`src/rtl/mem_bus_arbiter_pkg.sv`:
```
// Shared types for the I/D memory-port arbiter: FSM states, owner tags and
// the latched downstream request.
package mem_bus_arbiter_pkg;

    localparam int MAX_ADDR_W = 64;
    localparam int MAX_DATA_W = 64;
    localparam int MAX_STRB_W = MAX_DATA_W / 8;

    // Size code forced onto every instruction fetch.
    localparam logic [2:0] SIZE_WORD = 3'd2;

    typedef enum logic [1:0] {
        ST_IDLE = 2'd0,
        ST_BUSY = 2'd1,
        ST_RESP = 2'd2
    } state_e;

    typedef enum logic {
        OWN_I = 1'b0,
        OWN_D = 1'b1
    } owner_e;

    typedef struct packed {
        logic [MAX_ADDR_W-1:0] addr;
        logic                  write;
        logic [2:0]            size;
        logic [MAX_STRB_W-1:0] strobe;
        logic [MAX_DATA_W-1:0] wdata;
    } req_t;

    function automatic owner_e other_side(input owner_e o);
        return (o == OWN_I) ? OWN_D : OWN_I;
    endfunction

endpackage

```
`src/rtl/mem_bus_arbiter_if.sv`:
```
// Bundle of the fetch, data and downstream memory handshakes around the arbiter.
// slave = arbiter view, master = core/memory environment view.
interface mem_bus_arbiter_if #(
    parameter int ADDR_W = 64,
    parameter int DATA_W = 64
) ();

    logic                  i_valid;
    logic [ADDR_W-1:0]     i_addr;
    logic                  i_ok;
    logic [31:0]           i_data;

    logic                  d_valid;
    logic [ADDR_W-1:0]     d_addr;
    logic                  d_write;
    logic [2:0]            d_size;
    logic [DATA_W/8-1:0]   d_strobe;
    logic [DATA_W-1:0]     d_wdata;
    logic                  d_ok;
    logic [DATA_W-1:0]     d_rdata;

    logic                  m_valid;
    logic [ADDR_W-1:0]     m_addr;
    logic                  m_write;
    logic [2:0]            m_size;
    logic [DATA_W/8-1:0]   m_strobe;
    logic [DATA_W-1:0]     m_wdata;
    logic                  m_ok;
    logic [DATA_W-1:0]     m_rdata;

    modport slave (
        input  i_valid, i_addr,
        output i_ok, i_data,
        input  d_valid, d_addr, d_write, d_size, d_strobe, d_wdata,
        output d_ok, d_rdata,
        output m_valid, m_addr, m_write, m_size, m_strobe, m_wdata,
        input  m_ok, m_rdata
    );

    modport master (
        output i_valid, i_addr,
        input  i_ok, i_data,
        output d_valid, d_addr, d_write, d_size, d_strobe, d_wdata,
        input  d_ok, d_rdata,
        input  m_valid, m_addr, m_write, m_size, m_strobe, m_wdata,
        output m_ok, m_rdata
    );

endinterface

```
`src/rtl/mem_bus_arbiter_rr_arbiter2.sv`:
```
// Two-way round-robin grant: a lone requester wins, on contention the side
// named by prio wins and prio flips to the loser when update is pulsed.
module rr_arbiter2
    import mem_bus_arbiter_pkg::*;
(
    input  logic       clk,
    input  logic       reset,
    input  logic [1:0] req,     // [0] = I, [1] = D
    input  logic       update,
    output logic [1:0] gnt
);

    owner_e prio_r;

    // Combinational one-hot grant selection.
    always_comb begin
        gnt = 2'b00;
        case (req)
            2'b01:   gnt = 2'b01;
            2'b10:   gnt = 2'b10;
            2'b11:   gnt = (prio_r == OWN_D) ? 2'b10 : 2'b01;
            default: gnt = 2'b00;
        endcase
    end

    // Priority register; D is favoured out of reset.
    always_ff @(posedge clk or negedge reset) begin
        if (!reset) begin
            prio_r <= OWN_D;
        end else if (update) begin
            prio_r <= other_side(gnt[1] ? OWN_D : OWN_I);
        end else begin
            prio_r <= prio_r;
        end
    end

endmodule

```
`src/rtl/mem_bus_arbiter.sv`:
```
// Shares one downstream memory port between instruction fetch (I) and data (D)
// requesters; one transaction in flight, round-robin on contention, optional watchdog.
module mem_bus_arbiter
    import mem_bus_arbiter_pkg::*;
#(
    parameter int ADDR_W  = 64,
    parameter int DATA_W  = 64,
    parameter int TIMEOUT = 0
) (
    input  logic               clk,
    input  logic               reset,
    mem_bus_arbiter_if.slave   bus,
    output logic               timeout_err
);

    localparam int STRB_W = DATA_W / 8;
    localparam int CNT_W  = (TIMEOUT < 2) ? 1 : $clog2(TIMEOUT + 1);
    localparam bit WD_EN  = (TIMEOUT != 0);
    localparam logic [CNT_W-1:0] TO_LAST = CNT_W'((TIMEOUT > 0) ? (TIMEOUT - 1) : 0);

    state_e             state_r;
    state_e             state_s;
    owner_e             owner_r;
    req_t               req_r;
    req_t               req_s;
    logic [1:0]         req_vec_s;
    logic [1:0]         gnt_s;
    logic               grant_s;
    logic               capture_s;
    logic               timeout_hit_s;
    logic [DATA_W-1:0]  cap_data_s;
    logic               m_valid_r;
    logic               resp_i_r;
    logic               resp_d_r;
    logic [31:0]        i_data_r;
    logic [DATA_W-1:0]  d_rdata_r;
    logic [CNT_W-1:0]   cnt_r;
    logic               timeout_err_r;

    assign req_vec_s = {bus.d_valid, bus.i_valid};

    rr_arbiter2 u_rr (
        .clk    (clk),
        .reset  (reset),
        .req    (req_vec_s),
        .update (grant_s),
        .gnt    (gnt_s)
    );

    // FSM state register.
    always_ff @(posedge clk or negedge reset) begin
        if (!reset) begin
            state_r <= ST_IDLE;
        end else begin
            state_r <= state_s;
        end
    end

    // Next-state logic, request latch selection and capture strobes.
    always_comb begin
        state_s       = state_r;
        req_s         = req_r;
        grant_s       = 1'b0;
        capture_s     = 1'b0;
        timeout_hit_s = 1'b0;
        case (state_r)
            ST_IDLE: begin
                if (gnt_s != 2'b00) begin
                    grant_s = 1'b1;
                    state_s = ST_BUSY;
                    req_s   = '0;
                    if (gnt_s[1]) begin
                        req_s.addr[ADDR_W-1:0]   = bus.d_addr;
                        req_s.write              = bus.d_write;
                        req_s.size               = bus.d_size;
                        req_s.strobe[STRB_W-1:0] = bus.d_strobe;
                        req_s.wdata[DATA_W-1:0]  = bus.d_wdata;
                    end else begin
                        // Fetches are always word reads with no strobes.
                        req_s.addr[ADDR_W-1:0]   = bus.i_addr;
                        req_s.write              = 1'b0;
                        req_s.size               = SIZE_WORD;
                    end
                end else begin
                    state_s = ST_IDLE;
                end
            end
            ST_BUSY: begin
                if (bus.m_ok) begin
                    capture_s = 1'b1;
                    state_s   = ST_RESP;
                end else if (WD_EN && (cnt_r == TO_LAST)) begin
                    capture_s     = 1'b1;
                    timeout_hit_s = 1'b1;
                    state_s       = ST_RESP;
                end else begin
                    state_s = ST_BUSY;
                end
            end
            ST_RESP: begin
                state_s = ST_IDLE;
            end
            default: begin
                state_s = ST_IDLE;
            end
        endcase
        if (timeout_hit_s) begin
            cap_data_s = '0;
        end else begin
            cap_data_s = bus.m_rdata;
        end
    end

    // Datapath: request latch, owner, response capture, watchdog counter.
    always_ff @(posedge clk or negedge reset) begin
        if (!reset) begin
            req_r         <= '0;
            owner_r       <= OWN_I;
            m_valid_r     <= 1'b0;
            resp_i_r      <= 1'b0;
            resp_d_r      <= 1'b0;
            i_data_r      <= 32'h0000_0000;
            d_rdata_r     <= '0;
            cnt_r         <= '0;
            timeout_err_r <= 1'b0;
        end else begin
            req_r <= req_s;
            if (grant_s) begin
                owner_r   <= gnt_s[1] ? OWN_D : OWN_I;
                m_valid_r <= 1'b1;
            end else if (capture_s) begin
                m_valid_r <= 1'b0;
            end
            resp_i_r <= capture_s && (owner_r == OWN_I);
            resp_d_r <= capture_s && (owner_r == OWN_D);
            if (capture_s && (owner_r == OWN_I)) begin
                i_data_r <= cap_data_s[31:0];
            end
            if (capture_s && (owner_r == OWN_D)) begin
                d_rdata_r <= cap_data_s;
            end
            if (state_r == ST_BUSY) begin
                cnt_r <= cnt_r + CNT_W'(1);
            end else begin
                cnt_r <= '0;
            end
            if (timeout_hit_s) begin
                timeout_err_r <= 1'b1;
            end
        end
    end

    // A requester that dropped valid before the response is treated as flushed.
    assign bus.i_ok    = resp_i_r & bus.i_valid;
    assign bus.d_ok    = resp_d_r & bus.d_valid;
    assign bus.i_data  = i_data_r;
    assign bus.d_rdata = d_rdata_r;

    assign bus.m_valid  = m_valid_r;
    assign bus.m_addr   = req_r.addr[ADDR_W-1:0];
    assign bus.m_write  = req_r.write;
    assign bus.m_size   = req_r.size;
    assign bus.m_strobe = req_r.strobe[STRB_W-1:0];
    assign bus.m_wdata  = req_r.wdata[DATA_W-1:0];

    assign timeout_err = timeout_err_r;

endmodule

```
`src/flat_wrapper.sv`:
```
// flat-port wrapper written by rule: the top's interface ports become plain ports
module mem_bus_arbiter_flat import mem_bus_arbiter_pkg::*;
#(
    parameter int ADDR_W  = 64,
    parameter int DATA_W  = 64,
    parameter int TIMEOUT = 0
)
  (clk, reset, timeout_err, bus_i_valid, bus_i_addr, bus_i_ok, bus_i_data, bus_d_valid, bus_d_addr, bus_d_write, bus_d_size, bus_d_strobe, bus_d_wdata, bus_d_ok, bus_d_rdata, bus_m_valid, bus_m_addr, bus_m_write, bus_m_size, bus_m_strobe, bus_m_wdata, bus_m_ok, bus_m_rdata);
  mem_bus_arbiter_if #(.ADDR_W(ADDR_W), .DATA_W(DATA_W)) bus_i ();
  input  logic clk;
  input  logic reset;
  output logic timeout_err;
  input wire logic [$bits(bus_i.i_valid)-1:0] bus_i_valid;
  input wire logic [$bits(bus_i.i_addr)-1:0] bus_i_addr;
  output wire logic [$bits(bus_i.i_ok)-1:0] bus_i_ok;
  output wire logic [$bits(bus_i.i_data)-1:0] bus_i_data;
  input wire logic [$bits(bus_i.d_valid)-1:0] bus_d_valid;
  input wire logic [$bits(bus_i.d_addr)-1:0] bus_d_addr;
  input wire logic [$bits(bus_i.d_write)-1:0] bus_d_write;
  input wire logic [$bits(bus_i.d_size)-1:0] bus_d_size;
  input wire logic [$bits(bus_i.d_strobe)-1:0] bus_d_strobe;
  input wire logic [$bits(bus_i.d_wdata)-1:0] bus_d_wdata;
  output wire logic [$bits(bus_i.d_ok)-1:0] bus_d_ok;
  output wire logic [$bits(bus_i.d_rdata)-1:0] bus_d_rdata;
  output wire logic [$bits(bus_i.m_valid)-1:0] bus_m_valid;
  output wire logic [$bits(bus_i.m_addr)-1:0] bus_m_addr;
  output wire logic [$bits(bus_i.m_write)-1:0] bus_m_write;
  output wire logic [$bits(bus_i.m_size)-1:0] bus_m_size;
  output wire logic [$bits(bus_i.m_strobe)-1:0] bus_m_strobe;
  output wire logic [$bits(bus_i.m_wdata)-1:0] bus_m_wdata;
  input wire logic [$bits(bus_i.m_ok)-1:0] bus_m_ok;
  input wire logic [$bits(bus_i.m_rdata)-1:0] bus_m_rdata;
  assign bus_i.i_valid = bus_i_valid;
  assign bus_i.i_addr = bus_i_addr;
  assign bus_i_ok = bus_i.i_ok;
  assign bus_i_data = bus_i.i_data;
  assign bus_i.d_valid = bus_d_valid;
  assign bus_i.d_addr = bus_d_addr;
  assign bus_i.d_write = bus_d_write;
  assign bus_i.d_size = bus_d_size;
  assign bus_i.d_strobe = bus_d_strobe;
  assign bus_i.d_wdata = bus_d_wdata;
  assign bus_d_ok = bus_i.d_ok;
  assign bus_d_rdata = bus_i.d_rdata;
  assign bus_m_valid = bus_i.m_valid;
  assign bus_m_addr = bus_i.m_addr;
  assign bus_m_write = bus_i.m_write;
  assign bus_m_size = bus_i.m_size;
  assign bus_m_strobe = bus_i.m_strobe;
  assign bus_m_wdata = bus_i.m_wdata;
  assign bus_i.m_ok = bus_m_ok;
  assign bus_i.m_rdata = bus_m_rdata;
  mem_bus_arbiter #(.ADDR_W(ADDR_W), .DATA_W(DATA_W), .TIMEOUT(TIMEOUT)) u_core (.clk(clk), .reset(reset), .bus(bus_i), .timeout_err(timeout_err));
endmodule
```
`config.mk`:
```
export PLATFORM = sky130hd
export DESIGN_NAME = mem_bus_arbiter_flat
export DESIGN_NICKNAME = d
export VERILOG_FILES = /design/src/rtl/mem_bus_arbiter_pkg.sv /design/src/rtl/mem_bus_arbiter_if.sv /design/src/rtl/mem_bus_arbiter_rr_arbiter2.sv /design/src/rtl/mem_bus_arbiter.sv /design/src/flat_wrapper.sv
export SDC_FILE = /design/constraint.sdc
export NUM_CORES = 1
export LEC_CHECK = 0
export CORE_AREA = 4 4 198 200
export DETAILED_ROUTE_END_ITERATION = 7
export DIE_AREA = 0 0 202 204
export PLACE_DENSITY = 0.61
export SLEW_MARGIN = 25
export SYNTH_ARGS = -nofsm -noshare
export SYNTH_HDL_FRONTEND = slang
export SYNTH_HIERARCHICAL = 1
export SYNTH_SLANG_ARGS = --single-unit
```
`constraint.sdc`:
```
create_clock -name clk -period 1.9 [get_ports clk]
set_clock_uncertainty 0.15 [all_clocks]
set_input_delay 0.38 -clock clk [delete_from_list [all_inputs] [get_ports clk]]
set_output_delay 0.38 -clock clk [all_outputs]
set_load 0.02 [all_outputs]
```
==> results.md, run 1 <==
Placed design:
- Routability-driven placement finished with a final weighted congestion of approximately 0.74.
- The number of I/O port buffers is between 500 and 600.
- Detailed placement ended at an HPWL of approximately 25000 um.

CTS:
- The clock latency at the later pin of the worst-skew pair is around 0.54 ns.
- Clock-pin slew was measured on the worst setup and hold paths at ~0.060 ns.
- The total number of clock tree sinks is about 240.
- TritonCTS built the clock tree.
- The maximum level of the CTS H-tree is 1.
- Clock tree synthesis selected as its root buffer the cell sky130_fd_sc_hd__clkbuf_16.
- The buffer levels on the longest clock path is 3.
- Buffers inserted during clock tree synthesis total 30.

Status:
- The run finished, with violations left.
- The checks that failed: setup timing.

STA:
- Adding up every negative setup slack in the final design gives -8.848 ns.
- The fraction of the cycle the final worst path needs is 108.7%.
- Setup repair after global routing could not meet its margin everywhere.
- The final number of setup-violating endpoints is 65.
- The count of endpoints failing hold in the final timing report is 0.
- The routed design could run at a clock period as short as 2.065 ns.
- For this run, the top clock speed supported by timing is 484.3 MHz.
- Across all setup checks in the final design, the least slack found is -0.1647 ns.
- The final worst hold slack is ~0.21 ns.
- The number of max-slew violations in the final report is 0.

Yosys:
- The post-synthesis instance total is 609.
- In the post-synthesis netlist, the biggest area contributors are sky130_fd_sc_hd__dfrtp_1, sky130_fd_sc_hd__mux2_2, sky130_fd_sc_hd__mux2_4.
- Yosys instantiated no cell more often than sky130_fd_sc_hd__dfrtp_1.
- The number of enable flip-flop cells after synthesis is 0.
- The summed instance area of the synthesized netlist is 9906 um^2.
- For this run, the leading register cell type out of synthesis is sky130_fd_sc_hd__dfrtp_1.
- Averaged over all synthesized cells, the footprint is ~16 um^2.
- The largest area contributor in the synthesized netlist is sky130_fd_sc_hd__dfrtp_1.
- The total of flip-flops plus latches after synthesis is around 240.
- The synthesized netlist contains 26 unique library cells.
- After synthesis, the share of flip-flops with an asynchronous set or reset is 100.0%.
- The synthesized design devotes to its leading area cell type roughly three fifths of total area.
- Ranked by instance count, the synthesized netlist is headed by sky130_fd_sc_hd__dfrtp_1, sky130_fd_sc_hd__mux2_2, sky130_fd_sc_hd__a22o_1.
- The yosys synthesis warning count is 6.
- The net count after synthesis is roughly 880.
- The portion of the post-synthesis area used by sequential elements is between 60 and 70%.

Power and ir drop:
- The sequential power share is between 30% and 40%.
- The leakage power is between 8 and 9 nW.
- The switching share of power is a little under two fifths.
- Dividing total power by cell area gives a power density of approximately 1700 nW/um^2.
- Of the total power, the clock network draws approximately a fifth.
- Of the total power, combinational logic draws between 50% and 60%.
- The net switching power figure is 10.99 mW.
- The internal portion of total power is approximately 19 mW.
- VDD sags by at most 948.9 uV.

Drt:
- The detailed router put a total of ~14000 um of wire on met1.
- The amount of wire on met2 after detailed routing is ~18000 um.
- The post-detailed-route DRC marker count is 0.
- The post-route antenna net violation count is 0.
- The average vias per placed instance is between 4 and 5.
- The final wirelength is between 30000 and 40000 um.
- In this run, the number of DRC markers left after iteration 0 of detailed routing was 261.
- The total number of vias is around 7500.
- The routed wire length per instance is between 20 and 25 um.
- The detailed-routing iteration count for the pre-antenna-repair pass is 4.
- The uppermost layer routed is met4.
- After detailed routing, the met3 layer carries around 2800 um of wire.

Floorplan:
- The floorplan step set the die height to between 200 and 250 um.
- Measured along the x axis, the die boundary spans slightly above 200 um.
- Once the floorplan was initialized, standard cells occupied between 20% and 30% of the core.
- The number of rows created at floorplan is between 70 and 80.
- During I/O placement, the number of pins put on the boundary was 513.
- The placeable core region is about 37000 um^2.
- The overall die area is a little over 40000 um^2.

Layout:
- The post-route netlist has between 20% and 30% of its cells at a drive strength greater than 1.
- The growth of design area from synthesis to finish is 76.82%.
- The final net count is 1453.
- The repair_antennas step left the layout with diodes totalling 0.

Hold path:
- The worst hold path belongs to the class input pin to asynchronous set/reset pin.

Worst setup path:
- On the critical path, the stage with the largest delay is an instance of sky130_fd_sc_hd__dfstp_2.
- The kind of cell with the highest combined delay on the critical path is multiplexers.
- For this run, the slowest stage of the critical path takes between 0.5 and 0.6 ns.
- Of all nets on the critical path, the largest fanout is 7.
- The critical path contains buffers and inverters numbering 2 combined.
- The start-to-end type of the worst setup path is flip-flop to flip-flop.
- The worst setup path is launched from a flip-flop.
- The nature of the critical path endpoint is a flip-flop.
- Data on the critical path is required at its endpoint by 2.18 ns.
- For the worst setup path, the data arrival time is about 2.3 ns.
- The critical path goes through nand2b_4, and2_4, buf_12, buf_8, mux2_2, mux2_4.

Global routing:
- Across every metal layer, demand over resource in global routing totals between 15 and 20%.
- The number of global-route vias before repair was about 8300.
- The initial antenna violation count was 0.
- Global routing finished with a remaining overflow of 0.
- The first global-routing pass estimated ~52000 um of wire.
- Entering global routing, the biggest net connects 52 pins.

Flow run:
- The total of max-cap violations is 0.
==> registers in the layout (all words and copies together), names as in the netlist <==
| name | flops |
|---|---|
| u_core/bus.d_rdata | 64 |
| u_core/bus.m_addr | 64 |
| u_core/bus.m_wdata | 64 |
| u_core/bus.i_data | 32 |
| u_core/bus.m_strobe | 8 |
| u_core/bus.m_size | 3 |
| u_core/state_r | 2 |
| u_core/bus.m_valid | 1 |
| u_core/bus.m_write | 1 |
| u_core/owner_r | 1 |
| u_core/resp_d_r | 1 |
| u_core/resp_i_r | 1 |
| u_core/u_rr/prio_r | 1 |
==> final timing paths <==
check / from / endpoint / slack [ns] / cells past startpoint
min: reset / u_core/bus.i_data[22] / 0.21 / 2
min in group clk: bus_d_size[1] / u_core/bus.m_size[1] / 0.24 / 3
max reg2reg: u_core/u_rr/prio_r / u_core/bus.m_addr[27] / -0.16 / 6
min reg2reg: u_core/bus.d_rdata[53] / u_core/bus.d_rdata[53] / 0.34 / 1
max: u_core/u_rr/prio_r / u_core/bus.m_addr[27] / -0.16 / 6
max in group asynchronous: reset / u_core/bus.d_rdata[35] / 0.71 / 3
==> routing by layer <==
layer  up-vias  track usage (%)
met4         0            3.345
met1      3755            19.32
li1       3371                -
met2       295            28.31
met3        49            5.252
met5         -                0
==> kinds of logic after synthesis <==
logic type	Yosys count	share of synthesized area (%)
and+or+nand+nor	14	0.9094
other	1	0.03786
muxes	224	27.55
buffers and inverters	46	3.032
DFF	243	61.40
AOI/OAI and AO/OA	81	7.073
==> cells in the final DEF, fill, tap and decap left out, types with 2 or more instances in the layout <==
master,n
sky130_fd_sc_hd__buf_16,7
sky130_fd_sc_hd__dfrtp_1,242
sky130_fd_sc_hd__clkdlybuf4s50_1,270
sky130_fd_sc_hd__nand2_1,3
sky130_fd_sc_hd__clkbuf_1,8
sky130_fd_sc_hd__mux2_4,134
sky130_fd_sc_hd__inv_1,2
sky130_fd_sc_hd__buf_8,4
sky130_fd_sc_hd__buf_12,20
sky130_fd_sc_hd__mux2_2,89
sky130_fd_sc_hd__dlygate4sd2_1,235
sky130_fd_sc_hd__buf_6,5
sky130_fd_sc_hd__buf_4,26
sky130_fd_sc_hd__clkinvlp_4,2
sky130_fd_sc_hd__and2_1,2
sky130_fd_sc_hd__clkdlybuf4s15_1,3
sky130_fd_sc_hd__clkbuf_8,8
sky130_fd_sc_hd__a22o_1,75
sky130_fd_sc_hd__clkbuf_16,38
sky130_fd_sc_hd__clkinv_4,2
==> area by class of cell <==
type,instances,area [um^2]
fillers,3361,19880
flip-flops and latches,243,6082
repair buffers,581,5923
multi-input cells,320,3867
clock buffers,47,915.9
well taps,511,639.4
clock inverters,6,67.56
inverters,4,20.02
==> timing repair <==
| item | 4_1_cts | 5_1_grt |
|---|---|---|
| buffers inserted | 11 | 3 |
| gates resized for setup | 287 | 79 |
| hold buffers | 1 | 0 |
| pin swaps | 0 | 61 |
| cloned | 7 | 8 |
| setup endpoints to repair | 342 | 70 |
| endpoints found under the hold margin | 55 | 0 |
==> power by group through the flow <==
stage	Sequential, mW	Combinational, mW	Clock, mW
CTS	9.25	14.6	5.81
global route	9.60	15.8	6.03
global placement	9.31	15.3	0
finish	9.24	15.0	5.61
floorplan	12.4	4.68	0
detailed placement	9.37	15.4	0
==> stage by stage <==
stage                     utilization, %  worst slack (ns)  instances  total power, mW  instance area (um^2)
final                              46.83           -0.1647       1712            29.89                 17520
after global routing               46.83           -0.2115       1712            31.46                 17520
after CTS                          45.62           -0.1855       1702            29.67                 17060
after detailed placement           42.40           -0.5164       1631            24.75                 15860
after global placement             42.40           -0.5232       1631            24.61                 15860
after floorplan                        -          0.004051        609            17.09                  9951
(Power assumes the default switching activity.)
==> inputs of run 2 (changes only) <==
- CORE_AREA: 4 4 198 200 -> 4 4 199 201
- DIE_AREA: 0 0 202 204 -> 0 0 203 205
- PLACE_DENSITY: 0.61 -> 0.58
- clock period: 1.9 -> 1.95 ns (I/O delays scaled with it)
==> run 2 against run 1 <==
Net effect:
- register-to-register slack improved by 0.04 ns
- the flow still finishes with violations (setup timing)
- combinational power decreased by 10%
- critical path type unchanged
- critical endpoint is now u_core/bus.m_addr[63]
- largest cell class unchanged
- utilization decreased by 2.0 points
==> results.md, run 2 (synthesis gave the netlist of run 1 again) <==
CTS:
- TritonCTS built the clock tree.
- The clock latency at the later pin of the worst-skew pair is 0.54 ns (about the same).
- The number of buffers created by CTS was 28 (-6.7%).
- The cell at the root of the clock tree is sky130_fd_sc_hd__clkbuf_16.
- The clock-pin slew of the registers on the worst-case setup and hold paths came to 0.06 ns (about the same).
- The buffer levels on the longest clock path is 3 (unchanged).
- The total number of clock tree sinks is 243 (unchanged).
- The maximum level of the CTS H-tree is 1 (unchanged).

Worst setup path:
- The data required time of the worst path came to 2.22 ns (+0.04 ns).
- The signal on the critical path passes through nand2b_4, and2_4, buf_12, clkbuf_16, mux2_2, mux2_2.
- The worst setup path is launched from a flip-flop.
- The slowest stage of the critical path belongs to the cell sky130_fd_sc_hd__dfstp_2.
- The kind of cell with the highest combined delay on the critical path is multiplexers.
- The arrival time of data at the critical path endpoint was 2.35 ns (about the same).
- The number of cells traversed by the worst register-to-register path was 6 (unchanged).
- The nature of the critical path endpoint is a flip-flop.
- The setup path with the least slack is of type flip-flop to flip-flop.
- The most critical setup path has its startpoint at u_core/u_rr/prio_r.
- The delay of the slowest cell on the worst path came to 0.54 ns (about the same).
- The largest fanout on the critical path came to 12 (+5).
- The endpoint of the worst register-to-register path is u_core/bus.m_addr[63].
- The most numerous cell type found on the critical path is sky130_fd_sc_hd__mux2_2.
- The worst register-to-register path begins at u_core/u_rr/prio_r.
- The slack of the worst reg-to-reg path came to -0.13 ns (+0.04 ns).
- The combined buffer and inverter count along the critical path is 2 (unchanged).

STA:
- The transition time of the tightest slew-check pin is slightly below 0.6 ns.
- The setup slack after layout came to -0.1275 ns (+0.03725 ns).
- Setup repair after global routing could not meet its margin everywhere.
- The fraction of the cycle the final worst path needs is 106.5% (-2.1 points).
- The number of max-slew violations in the final report is 0 (unchanged).
- The setup TNS came to -5.211 ns (+3.637 ns).
- The final worst hold slack is 0.2516 ns (+0.03846 ns).
- The final number of setup-violating endpoints was 64 (-1.5%).
- The worst-case headroom to the max-slew limit is roughly 60%.
- The final critical delay including setup and external delays is 2.077 ns (+0.01276 ns).
- The highest attainable clock frequency was 481.3 MHz (-0.61%).
- The count of endpoints failing hold in the final timing report is 0 (unchanged).

Placed design:
- The instance area at placement is 16010 um^2 (+0.99%).
- The number of I/O port buffers was 511 (unchanged).
- The placer congestion estimate is 0.7701 (+4.1%).
- The number of instances in the placed design was 1639 (+0.49%).
- The half-perimeter wire length of the detailed placement result came to 26040 um (+3.2%).

Floorplan:
- The I/O pin total is 513 (unchanged).
- The number of rows created at floorplan is 71 (unchanged).
- The x dimension of the die is 203 um (+0.50%).
- The effective utilization at floorplan was 26.36% (-0.13 points).
- The overall die area is 41620 um^2 (+0.99%).
- The placeable core region is 37580 um^2 (+0.48%).
- The die extent in y was 205 um (+0.49%).

Global routing:
- The number of global-route vias before repair is 8118 (-1.6%).
- The largest net degree at the start of global routing is 78 (+50%).
- The overflow left after global routing is 0 (unchanged).
- The initial antenna violation count is 0 (unchanged).
- The total routing resource utilization after global routing was 15.67% (-0.40 points).
- The first-pass GRT wire length came to 51080 um (-2.5%).

Drt:
- The post-detailed-route DRC marker count is 0 (unchanged).
- The total number of vias is 7329 (-1.9%).
- The routed wire length per instance is 20.42 um (-2.6%).
- The average vias per placed instance is 4.332 (-0.73%).
- The iteration-0 DRC count of the detailed router was 225 (-14%).
- The post-route antenna net violation count is 0 (unchanged).
- The detailed-routing iteration count for the pre-antenna-repair pass is 4 (unchanged).
- The final wirelength came to 34560 um (-3.8%).

Layout:
- The number of non-filler instances in the completed layout is 1692 (-1.2%).
- Relative to the synthesized area, the layout overhead comes to 69.90%.
- The top cell types in the final layout, fill and taps aside, are sky130_fd_sc_hd__clkdlybuf4s50_1, sky130_fd_sc_hd__dfrtp_1, sky130_fd_sc_hd__dlygate4sd2_1.
- The most common cell after layout, fill and taps aside is sky130_fd_sc_hd__clkdlybuf4s50_1.
- The number of inserted filler cells in the final layout is 3526 (+4.9%).
- The final instance area was 16830 um^2 (-3.9%).
- The final net count is 1434 (-1.3%).
- The fraction of final layout cells with drive strength greater than 1 was 28.05% (-1.3 points).

Hold path:
- The worst hold path begins at bus_d_size[1].
- The worst hold path passes through 3 cells.
- In this run the worst hold path is classified as input pin to flip-flop.
- The worst min-delay path endpoint is u_core/bus.m_size[1].

Power and ir drop:
- The power per cell area is 1649 nW/um^2 (-3.4%).
- The worst supply voltage drop on vdd is 778.9 uV (-18%).
- The leakage power is 7.837 nW (-5.1%).

Status:
- The flow ran to the end, but the final reports show violations.
- The checks that failed: setup timing.

Flow run:
- The total of max-cap violations is 0 (unchanged).
run 2: cell types whose count changed in the layout (fill, tap and decap cells not counted), sizes merged, moves of 2 or more:
| cell | previous run | this run |
|---|---|---|
| buf | 63 | 53 |
| clkdlybuf4s15 | 3 | 1 |
| clkinv | 3 | 6 |
| clkinvlp | 2 | 0 |
| clkbuf | 55 | 44 |
run 2: area by class of cell:
cell class / count / area (um^2) / share of cell area, %
well taps: 511 / 639.4 / 3.799
clock buffers: 42 / 834.6 / 4.959
inverters: 4 / 16.27 / 0.09665
clock inverters: 7 / 88.84 / 0.5278
diodes: 1 / 2.502 / 0.01487
multi-input cells: 320 / 3659 / 21.74
flip-flops and latches: 243 / 6082 / 36.14
repair buffers: 564 / 5508 / 32.73
run 2: per-stage QoR:
step / power (mW) / setup slack [ns] / utilization, %
after global placement: 24.21 / -0.6598 / 42.61
after floorplan: 16.63 / 0.006409 / -
after global routing: 29.28 / -0.1808 / 44.78
after CTS: 27.99 / -0.1340 / 44.41
after detailed placement: 24.31 / -0.6714 / 42.61
final: 27.76 / -0.1275 / 44.79
run 2: tightest hold or removal path: cells and delay by family:
family,cells,cell delay (ns)
AOI/OAI and AO/OA,1,0.05
buffers and inverters,2,0.45
run 2: worst max path at each step:
stage                            endpoint  slack [ns]  depth (start not counted)
floorplan           u_core/bus.m_addr[40]       0.006                          6
global placement        u_core/state_r[0]       -0.66                          6
detailed placement      u_core/state_r[0]       -0.67                          6
CTS                 u_core/bus.m_addr[58]       -0.13                          6
global route        u_core/bus.m_addr[63]       -0.18                          6
finish              u_core/bus.m_addr[63]       -0.13                          6
run 2: timing repair:
item,in CTS,in global routing
hold buffers,1,0
setup buffers,1,0
resized for setup,246,33
cloned,0,1
endpoints found under the setup margin,377,67
hold endpoints to repair,45,0
run 2: per-layer routing:
metal	track usage, %	vias to the layer above	share of wire [%]
met3	5.936	51	9.1
met1	18.56	3626	39
met5	0	-	0
li1	-	3329	-
met2	26.79	323	49
met4	4.316	0	2.3
run 2: report_power, final:
part / switching (mW) / total [mW] / internal (mW) / leakage (nW)
Clock: 2.07 / 5.27 / 3.20 / 0.457
Combinational: 6.94 / 13.5 / 6.56 / 4.43
Sequential: 1.35 / 8.99 / 7.64 / 2.95
Total: 10.4 / 27.8 / 17.4 / 7.84
==> inputs of run 3 (changes only) <==
- SLEW_MARGIN: 25 -> default
==> results of run 3 <==
Same layout as run 2: the final DEF is identical, and so are final timing and power.
